===== config.mk =====
export PLATFORM = sky130hd
export DESIGN_NAME = freelist
export DESIGN_NICKNAME = d
export VERILOG_FILES = /design/src/rtl/freelist.sv
export SDC_FILE = /design/constraint.sdc
export NUM_CORES = 1
export LEC_CHECK = 0
export CORE_MARGIN = 1
export CORE_UTILIZATION = 25
export DETAILED_ROUTE_END_ITERATION = 10
export DONT_BUFFER_PORTS = 1
export GPL_TIMING_DRIVEN = 0
export SYNTH_ARGS = -nofsm -noshare
export SYNTH_HDL_FRONTEND = slang
export SYNTH_SLANG_ARGS = --single-unit

===== constraint.sdc =====
create_clock -name clock -period 6.8 [get_ports clock]
set_input_delay 0.68 -clock clock [delete_from_list [all_inputs] [get_ports clock]]
set_output_delay 0.68 -clock clock [all_outputs]
set_load 0.01 [all_outputs]

===== src/rtl/freelist.sv =====
// Circular free list of physical registers: two allocate ports and two compacting release ports.
// Optional FREELIST_COUNT_EN adds a registered free_count output.
`ifndef PREG_RANGE
`define PREG_RANGE 5:0
`endif

module freelist (
  input  logic              clock,
  input  logic              reset,
  input  logic              instr0_alloc_req,
  input  logic              instr1_alloc_req,
  output logic              alloc_ready,
  output logic [`PREG_RANGE] instr0_alloc_preg,
  output logic [`PREG_RANGE] instr1_alloc_preg,
  input  logic              instr0_release_valid,
  input  logic              instr1_release_valid,
  input  logic [`PREG_RANGE] instr0_release_preg,
  input  logic [`PREG_RANGE] instr1_release_preg,
  output logic              overflow_err
`ifdef FREELIST_COUNT_EN
  ,
  output logic [5:0]        free_count
`endif
);

  logic [5:0] entry_r [32];
  logic [4:0] head_r;
  logic [4:0] tail_r;
  logic [5:0] count_r;
  logic       overflow_r;

  logic [1:0] nreq_s;
  logic [1:0] nalloc_s;
  logic [1:0] nacc_s;
  logic       ready_s;
  logic       accept0_s;
  logic       accept1_s;
  logic       drop_s;
  logic [6:0] base_s;
  logic [4:0] wr1_idx_s;
  logic [5:0] count_nxt_s;

  // Allocation decision; readiness looks only at the registered count (no release bypass).
  always_comb begin
    nreq_s  = {1'b0, instr0_alloc_req} + {1'b0, instr1_alloc_req};
    ready_s = (count_r >= {4'b0000, nreq_s});
    if ((nreq_s != 2'd0) && ready_s) begin
      nalloc_s = nreq_s;
    end else begin
      nalloc_s = 2'd0;
    end
  end

  // Allocated register per slot; slot1 takes the head entry when slot0 is idle.
  always_comb begin
    instr0_alloc_preg = 6'd0;
    instr1_alloc_preg = 6'd0;
    if (instr0_alloc_req) begin
      instr0_alloc_preg = entry_r[head_r];
    end else begin
      instr0_alloc_preg = 6'd0;
    end
    if (instr1_alloc_req && instr0_alloc_req) begin
      instr1_alloc_preg = entry_r[head_r + 5'd1];
    end else if (instr1_alloc_req) begin
      instr1_alloc_preg = entry_r[head_r];
    end else begin
      instr1_alloc_preg = 6'd0;
    end
  end

  // Release acceptance against the space left after this cycle's allocation; slot0 first.
  always_comb begin
    base_s    = {1'b0, count_r} - {5'b00000, nalloc_s};
    accept0_s = instr0_release_valid && (base_s < 7'd32);
    if (accept0_s) begin
      accept1_s = instr1_release_valid && (base_s < 7'd31);
    end else begin
      accept1_s = instr1_release_valid && (base_s < 7'd32);
    end
    drop_s      = (instr0_release_valid && !accept0_s) || (instr1_release_valid && !accept1_s);
    nacc_s      = {1'b0, accept0_s} + {1'b0, accept1_s};
    wr1_idx_s   = tail_r + {4'b0000, accept0_s};
    count_nxt_s = count_r - {4'b0000, nalloc_s} + {4'b0000, nacc_s};
  end

  // Pointer, count and sticky error state.
  always_ff @(posedge clock or posedge reset) begin
    if (reset) begin
      head_r     <= 5'd0;
      tail_r     <= 5'd0;
      count_r    <= 6'd32;
      overflow_r <= 1'b0;
    end else begin
      head_r     <= head_r + {3'b000, nalloc_s};
      tail_r     <= tail_r + {3'b000, nacc_s};
      count_r    <= count_nxt_s;
      overflow_r <= overflow_r | drop_s;
    end
  end

  // Entry storage; reset leaves pregs 32..63 free in order.
  always_ff @(posedge clock or posedge reset) begin
    if (reset) begin
      for (int i = 0; i < 32; i++) begin
        entry_r[i] <= 6'd32 + 6'(i);
      end
    end else begin
      if (accept0_s) begin
        entry_r[tail_r] <= instr0_release_preg;
      end
      if (accept1_s) begin
        entry_r[wr1_idx_s] <= instr1_release_preg;
      end
    end
  end

  assign alloc_ready  = ready_s;
  assign overflow_err = overflow_r;
`ifdef FREELIST_COUNT_EN
  assign free_count   = count_r;
`endif

endmodule


==> results.ini <==
[run_status]
outcome=complete, no violations

[floorplan]
dieArea_mm2=0.0622
io_pins=32
coreArea_mm2=0.0604
die_w_um=249
die_h_um=249
num_rows=90
initial_core_util_pct=25.3

[routing]
firstDrtPassIters=5
first_iter_violations=1207
wl_per_cell_um=24.7
final_antenna_net_count=0
num_vias=12134
wl_mm=56.7
viasPerCell=5.29
drc=0

[final_layout]
seqCellArea_mm2=0.00537
multi_input_area_mm2=0.00900
final_cell_mix=247 x mux2i_1, 166 x nand2_1, 130 x o21ai_1
fill_cells=6205
antenna_cells=0
nNetsFinal=1538
final_common_cell=mux2i_1
drive_gt1_share_pct=26.6
area_growth_pct=12.4

[placement]
place_congestion=0.986
dp_hpwl_mm=43.1
numPortBuffers=0

[global_route]
grt_max_degree=126
antenna_found_initial=2
grt_usage_pct=17.9
grt_pass1_wl_mm=82.9
grt_pass1_vias=11891
overflow=0

[sta]
hold_viol_final=0
slew_violations=0
fmax_mhz=165
fin_crit_sh_pct=89.3
timing.hold.ws_ns=0.0547
grt_setup_unrepaired=false
post-route-min-period_ns=6.08
slew_headroom_pct=1.09
worstMarginPinSlew_ns=1.48
fin_skew_ns=0.00798
setup_viol=0

[worst_hold_path]
hp-class=in -> async

[worst_setup_path]
critPathKind=in -> reg
worstPathArrival_ns=6.56
start_kind=input port
cp.required_ns=7.28
critPathCaptureType=flop
worstReg2RegStart=count_r[0]
startpoint=instr0_alloc_req
cp_max_fo=10
crit_top_cell=ha_1
cpMaxStageDelayCell=nor4_4
cp_slowest_stage_delay_ns=0.48

[synth]
syn-cell-area_mm2=0.0153
syn_inst=1461
syn_avg_cell_area_um2=10.5
synth_edf_count=0
ys_types=70
ys_seq_area_share_pct=35.1
ys.flop_type=dfstp_2
async_flop_share_pct=100
synth.net_count=1509
ys_ff_latch=209
ys.warnings.count=0

[pwr]
vdd_drop_max_mv=0.253
p_per_area_mw_per_mm2=539
power.total_w=0.00927
p_leak_nw=6.19

[clock_network]
clock-root-buffer=clkbuf_16
cts_buffer_depth=3
cts_sinks=209
tritoncts=built
cts_htree_levels=1
cts_hold_buf=0
ctsResizeCount=0
insertion_delay_ns=0.56
cts_setup_buffers=0
clkTransAtPathRegs_ns=0.06
cts_inserted_buffers=26

[job]
drv_cap=0

cell type report:
class	count	area share [%]
Buffer	125	4.21
Clock buffer	38	4.52
Clock inverter	10	0.648
Inverter	52	1.18
Multi-Input combinational cell	1075	52.4
Sequential cell	209	31.2
Tap cell	782	5.69
Timing Repair Buffer	1	0.160
cells in the mapped netlist (4+ instances only):
master	count	share of area [%]
a21oi_1	61	2.0
dfstp_2	113	19
o22ai_1	19	0.78
and2_1	4	0.16
o221ai_1	7	0.40
a22o_1	5	0.29
o21ai_1	130	4.3
nor4_4	18	2.5
nor2_2	13	0.53
fa_1	5	0.65
nand2_1	166	4.1
or4b_4	8	0.72
o21ai_0	13	0.43
nor4_1	14	0.57
mux4_2	64	9.4
ha_1	25	2.0
buf_6	19	1.4
a2111oi_0	5	0.29
nor3_4	29	3.1
a211oi_1	5	0.25
buf_1	9	0.22
buf_2	32	1.0
xor2_1	6	0.34
buf_4	19	0.93
inv_1	52	1.3
a22oi_1	21	1.0
xnor2_1	8	0.46
mux2i_1	247	16
nor2b_1	44	1.8
nand2b_1	9	0.37
nand3_1	11	0.36
clkbuf_1	46	1.1
a21oi_2	18	1.0
dfrtp_1	96	16
nor2_1	76	1.9
registers in the layout, indices dropped and copies added (netlist names):
signal / flops
overflow_err: 1
tail_r: 5
count_r: 6
entry_r: 192
head_r: 5
stage by stage:
stage	std cells	instance area [um^2]	setup TNS (ns)	utilization (%)	setup slack, ns
global placement	2243	16300	-189.65	27.0	-2.01
finish	2292	17200	0	28.5	0.725
CTS	2292	17200	0	28.5	0.763
floorplan	1461	15300	0	-	0.598
detailed placement	2244	16300	0	27.0	0.213
global route	2292	17200	0	28.5	0.354
cell families (layout without fill, tap and decap cells):
family | Yosys count | after routing | share of synthesized area, %
buf+inv | 177 | 226 | 6.01
mux | 312 | 312 | 25.7
xor+xnor | 16 | 16 | 1.01
compound gates | 302 | 302 | 12.0
simple gates | 415 | 415 | 17.4
flops | 209 | 209 | 35.1
fa+ha+maj | 30 | 30 | 2.70
worst max-delay path, delay by kind of cell:
| family | cells | cell delay (ns) |
|---|---|---|
| fa+ha+maj | 7 | 2.14 |
| simple gates | 9 | 1.47 |
| buf+inv | 6 | 0.98 |
| compound gates | 6 | 0.95 |
| xor+xnor | 2 | 0.30 |
worst paths after layout:
path | endpoint | slack, ns | cells past startpoint
worst max-delay path | count_r[5] | 0.72 | 30
worst min-delay path | entry_r[163] | 0.05 | 1
worst max register to register | count_r[5] | 1.06 | 29
worst min register to register | count_r[0] | 0.51 | 1
max in group asynchronous | entry_r[30] | 5.62 | 2
min in group clock | entry_r[9] | 0.26 | 2
power breakdown:
group,internal [W],switching (W)
sequential,0.00206,0.000605
clock,0.000866,0.000592
combinational,0.00206,0.00308
total,0.00499,0.00428
metal layers:
layer  GRT usage [%]  wire length [um]  vias to the layer above
met4            6.88              2170                        0
met2            29.0             26500                      548
met5               0                 0                        -
li1                -                 -                     5345
met3            2.45              4600                      108
met1            24.0             23400                     6133
Note: power is estimated with default switching activity, not from simulation.
